## src/rtl/memmu_point_reader.sv

```systemverilog
// MemMU point reader: in-order point-ID to DDR reads, returning unpacked point fields to ExMU.
// Optional out-of-bounds filtering of requests when MEMMU_RD_BOUNDS_CHECK_EN is defined.
module memmu_point_reader #(
  parameter int unsigned MAX_OUTSTANDING = 4
) (
  input  logic        i_SYSTEM_clk,
  input  logic        i_SYSTEM_rst,
  input  logic [31:0] i_MonU_MemMU_parameter,
  input  logic [18:0] i_MemMU_P_size,
  input  logic        i_ExMU_readValid,
  input  logic [18:0] i_ExMU_pointReadID,
  output logic        o_MemMU_R_readReady,
  output logic [31:0] o_MemMU_R_memAddress,
  output logic        o_MemMU_R_memValid,
  input  logic        i_MEM_memReady,
  input  logic        i_MEM_rdataValid,
  input  logic [63:0] i_MEM_rdata,
  output logic        o_MemMU_R_pointValid,
  input  logic        i_ExMU_pointReady,
  output logic [18:0] o_MemMU_R_pointID,
  output logic [15:0] o_MemMU_R_distR0,
  output logic [7:0]  o_MemMU_R_reflR0,
  output logic [15:0] o_MemMU_R_distR1,
  output logic [7:0]  o_MemMU_R_reflR1,
  output logic [7:0]  o_MemMU_R_label,
  output logic        o_MemMU_R_error,
  output logic        o_MemMU_R_protoErr,
  output logic        o_MemMU_R_busy
);

  localparam int unsigned PW = (MAX_OUTSTANDING > 1) ? $clog2(MAX_OUTSTANDING) : 1;
  localparam int unsigned CW = PW + 1;

  logic [18:0]   r_tag_id  [MAX_OUTSTANDING];
  logic          r_tag_err [MAX_OUTSTANDING];
  logic [63:0]   r_dat     [MAX_OUTSTANDING];
  logic [PW-1:0] r_tag_wp, r_tag_rp, r_dat_wp, r_dat_rp;
  logic [CW-1:0] r_tag_cnt, r_dat_cnt, r_pend_cnt;
  logic          r_mem_valid;
  logic [31:0]   r_mem_addr;
  logic          r_proto_err;

  logic          w_accept, w_req_err, w_issue, w_rd_push;
  logic          w_head_err, w_point_valid, w_pop_tag, w_pop_dat, w_fields_en;
  logic [63:0]   w_head_data;
  logic          w_unused;

`ifdef MEMMU_RD_BOUNDS_CHECK_EN
  assign w_req_err = (i_ExMU_pointReadID >= i_MemMU_P_size);
  assign w_unused  = ^i_MEM_rdata[63:56];
`else
  assign w_req_err = 1'b0;
  assign w_unused  = ^{i_MEM_rdata[63:56], i_MemMU_P_size};
`endif

  assign o_MemMU_R_readReady = !i_SYSTEM_rst && (r_tag_cnt < CW'(MAX_OUTSTANDING)) &&
                               (!r_mem_valid || i_MEM_memReady);
  assign w_accept  = i_ExMU_readValid && o_MemMU_R_readReady;
  assign w_issue   = r_mem_valid && i_MEM_memReady;
  // Data with no read pending is a protocol violation and is dropped.
  assign w_rd_push = i_MEM_rdataValid && (r_pend_cnt != '0);

  assign w_head_err    = r_tag_err[r_tag_rp];
  assign w_head_data   = r_dat[r_dat_rp];
  assign w_point_valid = (r_tag_cnt != '0) && (w_head_err || (r_dat_cnt != '0));
  assign w_pop_tag     = w_point_valid && i_ExMU_pointReady;
  assign w_pop_dat     = w_pop_tag && !w_head_err;
  assign w_fields_en   = w_point_valid && !w_head_err;

  // Request stage holds its address until memory takes it.
  always_ff @(posedge i_SYSTEM_clk) begin
    if (i_SYSTEM_rst) begin
      r_mem_valid <= 1'b0;
      r_mem_addr  <= '0;
    end else if (w_accept && !w_req_err) begin
      r_mem_valid <= 1'b1;
      r_mem_addr  <= i_MonU_MemMU_parameter + {10'b0, i_ExMU_pointReadID, 3'b000};
    end else if (i_MEM_memReady) begin
      r_mem_valid <= 1'b0;
    end
  end

  always_ff @(posedge i_SYSTEM_clk) begin
    if (i_SYSTEM_rst) begin
      r_tag_wp    <= '0;
      r_tag_rp    <= '0;
      r_tag_cnt   <= '0;
      r_dat_wp    <= '0;
      r_dat_rp    <= '0;
      r_dat_cnt   <= '0;
      r_pend_cnt  <= '0;
      r_proto_err <= 1'b0;
    end else begin
      if (w_accept)  r_tag_wp <= r_tag_wp + PW'(1);
      if (w_pop_tag) r_tag_rp <= r_tag_rp + PW'(1);
      if (w_rd_push) r_dat_wp <= r_dat_wp + PW'(1);
      if (w_pop_dat) r_dat_rp <= r_dat_rp + PW'(1);
      r_tag_cnt  <= r_tag_cnt + CW'(w_accept) - CW'(w_pop_tag);
      r_dat_cnt  <= r_dat_cnt + CW'(w_rd_push) - CW'(w_pop_dat);
      r_pend_cnt <= r_pend_cnt + CW'(w_issue) - CW'(w_rd_push);
      if (i_MEM_rdataValid && (r_pend_cnt == '0)) r_proto_err <= 1'b1;
    end
  end

  // FIFO storage; validity is tracked by the pointers and counts above.
  always_ff @(posedge i_SYSTEM_clk) begin
    if (w_accept) begin
      r_tag_id[r_tag_wp]  <= i_ExMU_pointReadID;
      r_tag_err[r_tag_wp] <= w_req_err;
    end
    if (w_rd_push) r_dat[r_dat_wp] <= i_MEM_rdata;
  end

  assign o_MemMU_R_memValid   = r_mem_valid;
  assign o_MemMU_R_memAddress = r_mem_addr;
  assign o_MemMU_R_pointValid = w_point_valid;
  assign o_MemMU_R_pointID    = w_point_valid ? r_tag_id[r_tag_rp] : 19'd0;
  assign o_MemMU_R_distR0     = w_fields_en ? w_head_data[15:0]  : 16'd0;
  assign o_MemMU_R_reflR0     = w_fields_en ? w_head_data[23:16] : 8'd0;
  assign o_MemMU_R_distR1     = w_fields_en ? w_head_data[39:24] : 16'd0;
  assign o_MemMU_R_reflR1     = w_fields_en ? w_head_data[47:40] : 8'd0;
  assign o_MemMU_R_label      = w_fields_en ? w_head_data[55:48] : 8'd0;
`ifdef MEMMU_RD_BOUNDS_CHECK_EN
  assign o_MemMU_R_error      = w_point_valid && w_head_err;
`else
  assign o_MemMU_R_error      = 1'b0;
`endif
  assign o_MemMU_R_protoErr   = r_proto_err;
  assign o_MemMU_R_busy       = (r_tag_cnt != '0) || r_mem_valid;

endmodule

```

## config.mk

```make
export PLATFORM = sky130hd
export DESIGN_NAME = memmu_point_reader
export DESIGN_NICKNAME = d
export VERILOG_FILES = /design/src/rtl/memmu_point_reader.sv
export SDC_FILE = /design/constraint.sdc
export NUM_CORES = 1
export LEC_CHECK = 0
export BUFFER_PORTS_ARGS = -buffer_cell sky130_fd_sc_hd__buf_4
export CORE_MARGIN = 5
export CORE_UTILIZATION = 60
export DETAILED_ROUTE_END_ITERATION = 8
export HOLD_SLACK_MARGIN = 0.02
export PLACE_DENSITY = 0.84
export SLEW_MARGIN = 25
export SYNTH_ARGS = -nofsm -noshare
export SYNTH_HDL_FRONTEND = slang
export SYNTH_SLANG_ARGS = --single-unit
```

## constraint.sdc

```tcl
create_clock -name i_SYSTEM_clk -period 9.3 [get_ports i_SYSTEM_clk]
set_input_delay 1.86 -clock i_SYSTEM_clk [delete_from_list [all_inputs] [get_ports i_SYSTEM_clk]]
set_output_delay 1.86 -clock i_SYSTEM_clk [all_outputs]
set_load 0.1 [all_outputs]
```

* Yosys cells after proc, flatten, opt, wreduce, memory -nomap -nowiden
Memories as Yosys holds them, arrays and structs flattened. A register that Yosys moved wholly into a read port is not among the register bits.
Index checks and enable logic that the tools add are counted.
** Storage, ports and cells
- Register bits :: 51
- Memory bits (writable) :: 332
- Word-level logic and storage cells :: 61
- Memories kept :: 2
** Memories
- r_dat :: words 4, width 64, rd ports 1, clocked after memory_dff 1, write ports 1, RTL line 36 : logic [63:0] r_dat [MAX_OUTSTANDING];
- r_tag_id :: words 4, width 19, rd ports 1, clocked after memory_dff 1, write ports 1, RTL line 34 : logic [18:0] r_tag_id [MAX_OUTSTANDING];
** Cells by class
- Add/sub/neg operators :: 11
- Order comparisons :: 1
- Multiplexer cells :: 16
- Reductions and logical operators :: 21
** Operators with widths (count)
- $add A32 B22 Y32 :: 1
- $mux W16 :: 2
- $mux W8 :: 3
- $mux W19 :: 1
- $logic_and A1 B1 Y1 :: 10
- $add A3 B1 Y3 :: 3
- $reduce_bool A3 Y1 :: 3
- $sub A3 B1 Y3 :: 3
- $add A2 B1 Y2 const B :: 4
- $mux W2 :: 4
- $mux W1 :: 6
- $logic_not A3 Y1 :: 1
- $lt A3 B3 Y1 const B :: 1
- $logic_not A1 Y1 :: 2
- $logic_or A1 B1 Y1 :: 2
- $reduce_bool A2 Y1 :: 1
- $logic_not A1 Y1 const A :: 1
- $logic_or A1 B1 Y1 const A :: 1

* Logic depth before layout (Yosys ltp)
Gate-level depths: netlist (run 1).
- Depth after elaboration :: 7
- Gate-level depth with buffers :: 14
- Mapped depth without buffers :: 12

* Worst setup path before layout (run 1)
Ideal clock, no wire load.
- Path kind :: input to register
- Start point :: in i_SYSTEM_rst
- End point :: reg r_tag_cnt[2]
- Library setup time :: 0.128 ns
- Arrival time :: 5.307 ns
- Required time :: 9.172 ns
- Slack :: 3.865 ns
- Stages on the path :: 14
- Path buffers :: 3
- Cell sequence :: clkbuf_1 -> nor3b_2 -> and2_0 -> inv_1 -> clkbuf_1 -> buf_2 -> ha_1 -> inv_1 -> ha_1 -> inv_1 -> fa_1 -> xor2_1 -> xnor2_1 -> nor2_1
** Between the ends
- Longest elaborated chain between the ends :: 6
** Ends and longest elaborated chain
- start: declaration :: RTL line 7 : input logic i_SYSTEM_rst,
- $logic_not A1 Y1 :: RTL line 56 : assign o_MemMU_R_readReady = !i_SYSTEM_rst && (r_tag_cnt < CW'(MAX_OUTSTANDING)) &&
- $logic_and A1 B1 Y1 (2 in series) :: RTL line 56
- net o_MemMU_R_readReady :: RTL line 12 : output logic o_MemMU_R_readReady,
- $logic_and A1 B1 Y1 :: RTL line 58 : assign w_accept = i_ExMU_readValid && o_MemMU_R_readReady;
- $add A3 B1 Y3 :: RTL line 98 : r_tag_cnt <= r_tag_cnt + CW'(w_accept) - CW'(w_pop_tag);
- $sub A3 B1 Y3 :: RTL line 98
- end signal: assignment :: RTL line 98
- end: declaration :: RTL line 38 : logic [CW-1:0] r_tag_cnt, r_dat_cnt, r_pend_cnt;
The timed path passes the listed nets, and every way through them passes these cells.
A chain may end at the register's enable or synchronous reset.

* Worst setup path in the final report (run 1)
- Start point :: in i_SYSTEM_rst
- End point :: out o_MemMU_R_readReady
** Between the ends
- Longest elaborated chain between the ends :: 3
** Ends and longest elaborated chain (RTL line)
- $logic_not A1 Y1 :: 56
- $logic_and A1 B1 Y1 (2 in series) :: 56
- end: declaration :: 12
Every way passes these cells.

==> results.md, run 1 <==
- Status: completed
- CP endpoint kind: primary output
- Syn. warnings: 0
- Worst skew pair latency: 0.52 ns
- Routed wire length per instance: 22.7 um
- Die span in x: 167 um
- Top cells by count, synth: edfxtp_1, and2_1, mux4_2
- Post-synth ARST share: 0%
- I/O pin count: 253
- Detailed Route WL: 33.3 mm
- PwrDens: 282 nW/um2
- Initial antenna violation count: 0
- CTS sink count: 355
- Core Area: 24300 um2
- RSZ-0062 raised after global routing: no
- Leakage: 6.48 nW
- CTS clk-pin slew, worst paths: 0.06 ns
- VDD IR-drop max: 0.194 mV
- CTS resizes: 0
- Die Footprint: 27900 um2
- Met2 Usage GRT: 40.9%
- Clk_skew: 0.0211 ns
- Final Cycle Share: 50.7%
- Yosys cell types: 61
- Register area share after synthesis: 68.3%
- Max-slew violation count: 0
- Data required time at the worst endpoint: 7.44 ns
- Startpoint types: input port
- Mapped Nets: 1065
- Die height: 167 um
- H-Tree Depth: 2
- Top_reg_cell synth: edfxtp_1
- Largest net degree at the start of global routing: 78
- Via density: 5.87
- Critical Path Fanout Max: 46
- DR DRC count: 0
- Syn Inst Count: 888
- Met1 Use GR: 30.4%
- Root buffer cell: clkbuf_16
- Multi-input gate area: 4420 um2
- Hold buffers post-CTS: 0
- Layout cells sized above 1: 33.3%
- Placer Congestion: 0.885
- #FFs+latches synth: 355
- Power Total: 5.03 mW
- Post-synth EDFFs: 300
- Area leader, netlist: edfxtp_1
- Area of the mapped netlist: 14800 um2
- Worst-Margin Slew: 0.935 ns
- Register area: 10100 um2
- Vias in the first global route: 9117
- Slew HR: 37.6%
- Top post-synthesis cells by area: edfxtp_1, mux4_2, dfxtp_1
- First drt pass iteration count: 5
- Fill count: 1500
- Kind of critical path: in -> out
- Nets: 1293
- ANT cells: 0
- P&R area growth vs syn: 20.6%
- Port bufs: 224
- Tmin final: 4.72 ns
- Setup Fix Bufs, Post-CTS: 0
- Synth Area per Inst: 16.7 um2
- Setup TNS: 0 ns
- GRT Overall Usage: 23.8%
- CTS max path bufs: 3
- First-pass GRT wire length: 51.8 mm
- Critical Path AT: 2.86 ns
- DP HPWL: 20.8 mm
- 1st-iter DRT viols: 866
- Layer with the highest usage: met2
- Met3 usage: 6.67%
- Synth top area share: 60.8%
- CTS Buf Count: 36
- Worst hold slack: 0.467 ns
- Fmax: 0.212 GHz
- Row count: 57
- Setup Viol. Count Final: 0
- Number of max-cap violations: 0
- Fin. Hold Viols: 0
- Global route overflow: 0
- Worst hold path class: reg -> reg
- TritonCTS clock tree: done
- Antenna violation net count after detailed routing: 0
- Most numerous cell in the Yosys netlist: edfxtp_1
- DR vias: 8611
- Initial core utilization: 60.9%
==> layer usage <==
metal  vias to the layer above  part of all wire, %  wire length, um
li1                       3862                    -                -
met1                      4311                   38            12600
met2                       389                   52            17200
met3                        49                  8.5             2840
met4                         0                  2.0              668
met5                         -                    0                0
==> final timing paths <==
path / endpoint / depth (start not counted) / slack [ns] / start
max: o_MemMU_R_readReady / 3 / 4.58 / i_SYSTEM_rst
min: o_MemMU_R_memAddress[18] / 2 / 0.47 / o_MemMU_R_memAddress[18]
max reg2reg: r_dat_cnt[2] / 13 / 6.22 / r_tag_cnt[1]
min reg2reg: o_MemMU_R_memAddress[18] / 2 / 0.47 / o_MemMU_R_memAddress[18]
==> through the flow <==
| stage | worst slack, ns | cells | cell area (um2) | utilization, % |
|---|---|---|---|---|
| 2_1_floorplan | 3.87 | 888 | 14800 | - |
| 3_3_place_gp | 4.61 | 1401 | 16700 | 68.9 |
| 3_5_place_dp | 4.56 | 1402 | 16800 | 68.9 |
| 4_1_cts | 4.53 | 1467 | 17900 | 73.4 |
| 5_1_grt | 4.52 | 1467 | 17900 | 73.5 |
| 6_report | 4.58 | 1467 | 17900 | 73.5 |
==> cell usage in the layout, fill, tap and decap left out, types with 4 or more instances in the layout <==
master / Yosys / routed
a211oi_1: 5 / 5
nand3b_1: 21 / 21
mux4_2: 75 / 75
nor2_1: 30 / 29
dfxtp_1: 55 / 53
o21bai_1: 4 / 4
nand3_1: 6 / 6
and2_2: 0 / 4
and2_1: 80 / 76
clkinv_1: 0 / 5
xor2_1: 12 / 12
xnor2_1: 22 / 22
a21o_1: 5 / 5
o21ai_1: 4 / 4
inv_1: 18 / 18
edfxtp_1: 300 / 300
clkbuf_1: 26 / 11
a21oi_1: 26 / 26
nor2b_1: 9 / 9
fa_1: 4 / 4
o21ai_0: 35 / 35
ha_1: 33 / 33
clkbuf_16: 0 / 36
clkinv_2: 0 / 6
nand4_1: 5 / 5
nand2_1: 40 / 40
buf_4: 2 / 232
nor3b_2: 4 / 4
==> cell families after synthesis <==
group / share of synthesized area (%)
compound gates: 4.45
xor+xnor: 2.01
fa+ha+maj: 3.33
buf+inv: 2.03
flops: 68.3
mux: 11.5
other cells: 0.0253
simple gates: 8.42
==> critical path: stages <==
cell,delay (ns)
buf_4,0.25
nor3b_2,0.38
buf_4,0.36
==> sequential cells by signal (all words and copies together), names as in the netlist, named ones only <==
register,flops
o_MemMU_R_memAddress,32
o_MemMU_R_memValid,1
o_MemMU_R_protoErr,1
r_dat,224
r_dat_cnt,3
r_dat_rp,2
r_dat_wp,2
r_pend_cnt,3
r_tag_cnt,3
r_tag_id,76
r_tag_rp,2
r_tag_wp,2
==> cell type report <==
cell class | instances | share of cell area [%]
Multi-Input combinational cell | 471 | 24.7
Sequential cell | 355 | 56.6
Clock buffer | 48 | 5.35
Timing Repair Buffer | 234 | 9.87
Tap cell | 324 | 2.27
Inverter | 18 | 0.378
Clock inverter | 17 | 0.805
==> where the power goes <==
group          switching, mW  internal, mW  leakage (nW)
Combinational           1.24         0.464          2.77
Clock                  0.584         0.759         0.534
Sequential            0.0686          1.92          3.18
No activity file was read; power rests on OpenSTA's default activity.
==> inputs of run 2 (changes only) <==
--- a/config.mk
+++ b/config.mk
@@ -7,10 +7,10 @@
 export LEC_CHECK = 0
 export BUFFER_PORTS_ARGS = -buffer_cell sky130_fd_sc_hd__buf_4
 export CORE_MARGIN = 5
-export CORE_UTILIZATION = 60
+export CORE_UTILIZATION = 51
 export DETAILED_ROUTE_END_ITERATION = 8
 export HOLD_SLACK_MARGIN = 0.02
-export PLACE_DENSITY = 0.84
+export PLACE_DENSITY = 0.76
 export SLEW_MARGIN = 25
 export SYNTH_ARGS = -nofsm -noshare
 export SYNTH_HDL_FRONTEND = slang
==> constraint.sdc (replaced) <==
create_clock -name i_SYSTEM_clk -period 3.81 [get_ports i_SYSTEM_clk]
set_input_delay 0.762 -clock i_SYSTEM_clk [delete_from_list [all_inputs] [get_ports i_SYSTEM_clk]]
set_output_delay 0.762 -clock i_SYSTEM_clk [all_outputs]
set_load 0.1 [all_outputs]
==> run 2 against run 1 <==
First-iteration DRC count down 33%. Core utilization down 9.9 points. Sequential share of layout area down 1.2 points. Routed wire length down 5.5%. Total power rose to 2.5 times the previous value. Global-route usage down 4.6 points. Worst setup slack worse by 4.0 ns. Sequential cell count unchanged. Clock skew up 0.0021 ns. Die area up 17%. Non-clock buffer count up 12. Critical endpoint is now o_MemMU_R_distR0[7].
==> results.md, run 2 (synthesis gave the netlist of run 1 again) <==
- TritonCTS clock tree: done (unchanged)
- CTS sink count: 355 (unchanged)
- Int Pwr: 8.02 mW (was 3.15 mW)
- Antenna violation net count after detailed routing: 0 (unchanged)
- Die height: 180 um (was 167 um)
- Die Footprint: 32500 um2 (was 27900 um2)
- Worst-Margin Slew: 0.660 ns (was 0.935 ns)
- FF-to-FF Start: r_tag_cnt[2] (was r_tag_cnt[1])
- Critical path's most frequent cell: buf_4 (unchanged)
- Switching share of power: 36.5% (was 37.5%)
- Data required time at the worst endpoint: 3.05 ns (was 7.44 ns)
- First drt pass iteration count: 5 (unchanged)
- First-pass GRT wire length: 49.8 mm (was 51.8 mm)
- I/O pin count: 253 (unchanged)
- Crit-path slowest cell: dfxtp_4 (was nor3b_2)
- Leakage: 6.63 nW (was 6.48 nW)
- CP endpoint kind: primary output (unchanged)
- CTS max path bufs: 3 (unchanged)
- CP peak stage delay: 0.66 ns (was 0.38 ns)
- DP HPWL: 21.2 mm (was 20.8 mm)
- Critical Path Fanout Max: 22 (was 46)
- P&R area growth vs syn: 23.2% (was 20.6%)
- CTS clk-pin slew, worst paths: 0.06 ns (about the same)
- Detailed Route WL: 31.4 mm (was 33.3 mm)
- RSZ-0062 raised after global routing: no (unchanged)
- Setup TNS: 0 ns (unchanged)
- Max reg flops: 224 (unchanged)
- CTS Buf Count: 37 (was 36)
- Slew HR: 56.0% (was 37.6%)
- Fmax: 0.314 GHz
- Critical Path AT: 2.43 ns (was 2.86 ns)
- Leading cell type in the layout, fill and taps excluded: edfxtp_1 (unchanged)
- Worst skew pair latency: 0.51 ns (was 0.52 ns)
- Largest net degree at the start of global routing: 49 (was 78)
- Tmin final: 3.19 ns
- Kind of critical path: reg -> out (was in -> out)
- Largest Register: r_dat (unchanged)
- Routed wire length per instance: 20.4 um (was 22.7 um)
- Clock power share: 28.4% (was 26.7%)
- Port bufs: 224 (unchanged)
- 1st-iter DRT viols: 578 (was 866)
- CP Capture Point: o_MemMU_R_distR0[7] (was o_MemMU_R_readReady)
- Seq pwr share: 38.5% (was 39.6%)
- Via density: 5.48 (was 5.87)
- Row count: 62 (was 57)
- Placer Congestion: 0.847 (was 0.885)
- Layout cells sized above 1: 34.8% (was 33.3%)
- PwrDens: 692 nW/um2 (was 282 nW/um2)
- Global route overflow: 0 (unchanged)
- Cells on worst reg2reg path: 12 (was 13)
- ANT cells: 0 (unchanged)
- Number of max-cap violations: 0 (unchanged)
- Initial antenna violation count: 0 (unchanged)
- H-Tree Depth: 2 (unchanged)
- Final Cycle Share: 83.7%
- Crit path cell chain: buf_4 > mux4_2 > and2_1 > buf_4 (was buf_4 > nor3b_2 > buf_4)
- Worst hold path class: reg -> reg (unchanged)
- Startpoint types: register (was input port)
- Core Area: 28700 um2 (was 24300 um2)
- DR vias: 8451 (was 8611)
- Setup Fix Bufs, Post-CTS: 0 (unchanged)
- Vias in the first global route: 8910 (was 9117)
- CTS resizes: 0 (unchanged)
- GRT Overall Usage: 19.2% (was 23.8%)
- Root buffer cell: clkbuf_16 (unchanged)
- Most frequent cells in the layout: edfxtp_1, buf_4, and2_1 (unchanged)
- Die span in x: 180 um (was 167 um)
- NetSw: 4.60 mW (was 1.89 mW)
- DR DRC count: 0 (unchanged)
- Hold buffers post-CTS: 0 (unchanged)
- Fin. Hold Viols: 0 (unchanged)
- Pre-CTS WS: 0.505 ns (was 4.56 ns)
- Worst Setup Slack, final: 0.620 ns (was 4.58 ns)
- End of the worst register-to-register path: r_dat_cnt[2] (unchanged)
- Part of the power in combinational logic: 33.0% (was 33.7%)
- Max-slew violation count: 0 (unchanged)
- Setup Viol. Count Final: 0 (unchanged)
- Initial core utilization: 51.6% (was 60.9%)
- Clk_skew: 0.0232 ns (was 0.0211 ns)
- VDD IR-drop max: 0.523 mV (was 0.194 mV)
- Nets: 1306 (was 1293)
- Status: completed (unchanged)
- Reg2Reg Setup Slack: 1.14 ns (was 6.22 ns)
## run 2: through the flow
| stage | util (%) | hold slack, ns | instance area [um2] | total power, mW | instances |
|---|---|---|---|---|---|
| floorplan | - | 0.485 | 14800 | 8.14 | 888 |
| global placement | 59.3 | 0.443 | 17000 | 9.09 | 1474 |
| detailed placement | 59.3 | 0.441 | 17000 | 9.15 | 1474 |
| CTS | 63.6 | 0.424 | 18200 | 12.8 | 1542 |
| global route | 63.6 | 0.439 | 18200 | 13.1 | 1542 |
| finish | 63.6 | 0.450 | 18200 | 12.6 | 1542 |
## run 2: worst min path at each step
stage                                         start                       end  cells past startpoint
after floorplan                         r_tag_rp[1]                  register                      2
after global placement     o_MemMU_R_memAddress[31]  o_MemMU_R_memAddress[31]                      2
after detailed placement   o_MemMU_R_memAddress[31]  o_MemMU_R_memAddress[31]                      2
after CTS                 i_MonU_MemMU_parameter[2]   o_MemMU_R_memAddress[2]                      3
after global routing         i_ExMU_pointReadID[11]           r_tag_id[1][11]                      1
final                      o_MemMU_R_memAddress[31]  o_MemMU_R_memAddress[31]                      2
## run 2: cell type report
class / count / area [um2]
fill: 2100 / 10500
sequential: 355 / 10100
multi-input combinational: 471 / 4420
timing repair buffer: 246 / 1920
clock buffer: 43 / 991
tap: 384 / 480
clock inverter: 25 / 243
inverter: 18 / 67.6
## run 2: routing by layer
layer / share of wire (%) / vias up / wire, um / global-route usage (%)
met1: 42 / 4207 / 13100 / 26.2
li1: - / 3900 / - / -
met2: 48 / 303 / 15100 / 31.3
met3: 8.2 / 41 / 2580 / 5.23
met4: 1.8 / 0 / 559 / 4.57
met5: 0 / - / 0 / 0
## run 2: worst max-delay path: cells and delay by family, from the launching register on
kind          cells  cell delay, ns
buf+inv           2            0.56
mux               1            0.51
simple gates      1            0.19
flops             1            0.66
## run 2: power by group through the flow
stage               clock [mW]  combinational (mW)  sequential, mW
finish                    3.59                4.17            4.87
global route              3.84                4.40            4.91
CTS                       3.67                4.22            4.87
detailed placement           0                4.20            4.95
global placement             0                4.17            4.92
floorplan                    0                2.86            5.28
==> inputs of run 3 (changes only) <==
--- a/config.mk
+++ b/config.mk
@@ -7,10 +7,10 @@
 export LEC_CHECK = 0
 export BUFFER_PORTS_ARGS = -buffer_cell sky130_fd_sc_hd__buf_4
 export CORE_MARGIN = 5
-export CORE_UTILIZATION = 51
+export CORE_UTILIZATION = 56
 export DETAILED_ROUTE_END_ITERATION = 8
 export HOLD_SLACK_MARGIN = 0.02
-export PLACE_DENSITY = 0.76
+export PLACE_DENSITY = 0.8
 export SLEW_MARGIN = 25
 export SYNTH_ARGS = -nofsm -noshare
 export SYNTH_HDL_FRONTEND = slang
==> constraint.sdc (replaced) <==
create_clock -name i_SYSTEM_clk -period 3.35 [get_ports i_SYSTEM_clk]
set_input_delay 0.67 -clock i_SYSTEM_clk [delete_from_list [all_inputs] [get_ports i_SYSTEM_clk]]
set_output_delay 0.67 -clock i_SYSTEM_clk [all_outputs]
set_load 0.1 [all_outputs]
==> run 3 against run 2 <==
Final area fell by 1.4%. Clock skew fell by 0.012 ns. Via count fell by 0.51%. Combinational power rose by 13%. Cell count fell by 3.8%. Worst hold slack got worse by 0.11 ns. Largest power group unchanged. Clock power rose by 2%. Critical path depth did not move. First-iteration DRC count fell by 7.4%.
==> results.md, run 3 (synthesis gave the netlist of run 1 again) <==
- Post-route insts no fill: 1483 (was 1542)
- Largest Register: r_dat (unchanged)
- ANT cells: 0 (unchanged)
- 1st-iter DRT viols: 535 (was 578)
- Kind of critical path: reg -> out (unchanged)
- Worst Setup Slack, final: 0.293 ns (was 0.620 ns)
- Final Util: 69.1% (was 63.6%)
- PwrDens: 774 nW/um2 (was 692 nW/um2)
- Met3 usage: 5.37% (was 5.23%)
- Worst-Margin Slew: 0.802 ns (was 0.660 ns)
- DR vias: 8408 (was 8451)
- CTS max path bufs: 3 (unchanged)
- First-pass GRT wire length: 48.9 mm (was 49.8 mm)
- Critical Path AT: 2.39 ns (was 2.43 ns)
- RSZ-0062 raised after global routing: no (unchanged)
- P&R area growth vs syn: 21.5% (was 23.2%)
- CTS Buf Count: 36 (was 37)
- Pre-CTS WS: 0.175 ns (was 0.505 ns)
- TritonCTS clock tree: done (unchanged)
- I/O pin count: 253 (unchanged)
- Fmax: 0.327 GHz
- DP HPWL: 20.1 mm (was 21.2 mm)
- Die Footprint: 29800 um2 (was 32500 um2)
- Data required time at the worst endpoint: 2.68 ns (was 3.05 ns)
- Post-Place Cells: 1422 (was 1474)
- Max reg flops: 224 (unchanged)
- Largest net degree at the start of global routing: 77 (was 49)
- Tmin final: 3.06 ns
- Critical path's most frequent cell: buf_4 (unchanged)
- Area after DPL: 16900 um2 (was 17000 um2)
- CTS sink count: 355 (unchanged)
- Leading cell type in the layout, fill and taps excluded: edfxtp_1 (unchanged)
- Startpoint types: register (unchanged)
- Detailed Route WL: 31.1 mm (was 31.4 mm)
- NetSw: 5.16 mW (was 4.60 mW)
- Die span in x: 173 um (was 180 um)
- First drt pass iteration count: 5 (unchanged)
- VDD IR-drop max: 0.799 mV (was 0.523 mV)
- Placer Congestion: 0.847 (unchanged)
- Fill count: 1745 (was 2100)
- Clk_skew: 0.0116 ns (was 0.0232 ns)
- Setup Viol. Count Final: 0 (unchanged)
- Worst skew pair latency: 0.51 ns (about the same)
- Int Pwr: 8.76 mW (was 8.02 mW)
- CP endpoint kind: primary output (unchanged)
- Crit-path slowest cell: dfxtp_4 (unchanged)
- Initial antenna violation count: 0 (unchanged)
- Switching share of power: 37.1% (was 36.5%)
- GRT Overall Usage: 20.5% (was 19.2%)
- Initial core utilization: 56.8% (was 51.6%)
- Most frequent cells in the layout: edfxtp_1, buf_4, and2_1 (unchanged)
- Crit path cell chain: buf_4 > mux4_2 > and2_1 > buf_4 (unchanged)
- DR DRC count: 0 (unchanged)
- Nets: 1302 (was 1306)
- Via density: 5.67 (was 5.48)
- Layout cells sized above 1: 34.0% (was 34.8%)
- Routed wire length per instance: 21.0 um (was 20.4 um)
- Met1 Use GR: 27.0% (was 26.2%)
- Power Total: 13.9 mW (was 12.6 mW)
- Met2 Usage GRT: 34.4% (was 31.3%)
- CP peak stage delay: 0.60 ns (was 0.66 ns)
- Layer with the highest usage: met2 (unchanged)
- Final instance area: 18000 um2 (was 18200 um2)
- Multi-input gate area: 4450 um2 (was 4420 um2)
- Core Area: 26100 um2 (was 28700 um2)
- Clock power share: 26.2% (was 28.4%)
- Port bufs: 224 (unchanged)
- Vias in the first global route: 8832 (was 8910)
- Max-slew violation count: 0 (unchanged)
- CTS resizes: 0 (unchanged)
- Final Cycle Share: 91.3%
- Seq pwr share: 39.8% (was 38.5%)
- Antenna violation net count after detailed routing: 0 (unchanged)
- Hold buffers post-CTS: 0 (unchanged)
- Root buffer cell: clkbuf_16 (unchanged)
- Worst hold path class: in -> reg (was reg -> reg)
- Number of max-cap violations: 0 (unchanged)
- Critical Path Fanout Max: 20 (was 22)
- Status: completed (unchanged)
- Fin. Hold Viols: 0 (unchanged)
- Die height: 173 um (was 180 um)
- Global route overflow: 0 (unchanged)
- CTS clk-pin slew, worst paths: 0.06 ns (about the same)
- Leakage: 6.52 nW (was 6.63 nW)
- H-Tree Depth: 2 (unchanged)
- Row count: 59 (was 62)
- Part of the power in combinational logic: 34.0% (was 33.0%)
- Slew HR: 46.4% (was 56.0%)
- Register area: 10100 um2 (about the same)
- Setup Fix Bufs, Post-CTS: 0 (unchanged)
-- run 3: cell type report --
cell class                 count  share of cell area [%]
sequential                   355                    56.2
tap                          335                    2.33
clock buffer                  48                    5.31
timing repair buffer         243                    10.5
clock inverter                13                   0.556
multi-input combinational    471                    24.7
inverter                      18                   0.375
-- run 3: worst max-delay path: cells and delay by family (launching register included) --
kind | cells | cell delay, ns
buf+inv | 2 | 0.54
flops | 1 | 0.60
mux | 1 | 0.54
simple gates | 1 | 0.18
-- run 3: path summary, 6_finish.rpt --
check / slack [ns] / cells after the start / endpoint / start
min: 0.34 / 3 / o_MemMU_R_memAddress[0] / i_MonU_MemMU_parameter[0]
min reg2reg: 0.45 / 2 / o_MemMU_R_memAddress[27] / o_MemMU_R_memAddress[27]
max: 0.29 / 4 / o_MemMU_R_label[2] / register
max reg2reg: 0.78 / 12 / r_dat_cnt[2] / r_tag_cnt[2]
-- run 3: per-stage QoR --
stage	hold WS (ns)	setup TNS [ns]
after CTS	0.329	0
after floorplan	0.485	-0.302
after global routing	0.337	0
after detailed placement	0.442	0
after global placement	0.441	0
final	0.345	0
-- run 3: metal layers --
| metal | vias up | share of wire [%] | routed length (um) |
|---|---|---|---|
| met5 | - | 0 | 0 |
| met4 | 0 | 2.2 | 697 |
| met3 | 45 | 7.1 | 2200 |
| met2 | 275 | 50 | 15500 |
| met1 | 4205 | 41 | 12700 |
| li1 | 3883 | - | - |
-- run 3: power by group through the flow --
stage,logic (mW),registers [mW],clock network [mW]
final,4.73,5.54,3.65
after CTS,4.80,5.55,3.73
after detailed placement,4.77,5.63,0
after global routing,4.98,5.58,3.93
after global placement,4.72,5.60,0
after floorplan,3.26,6.01,0
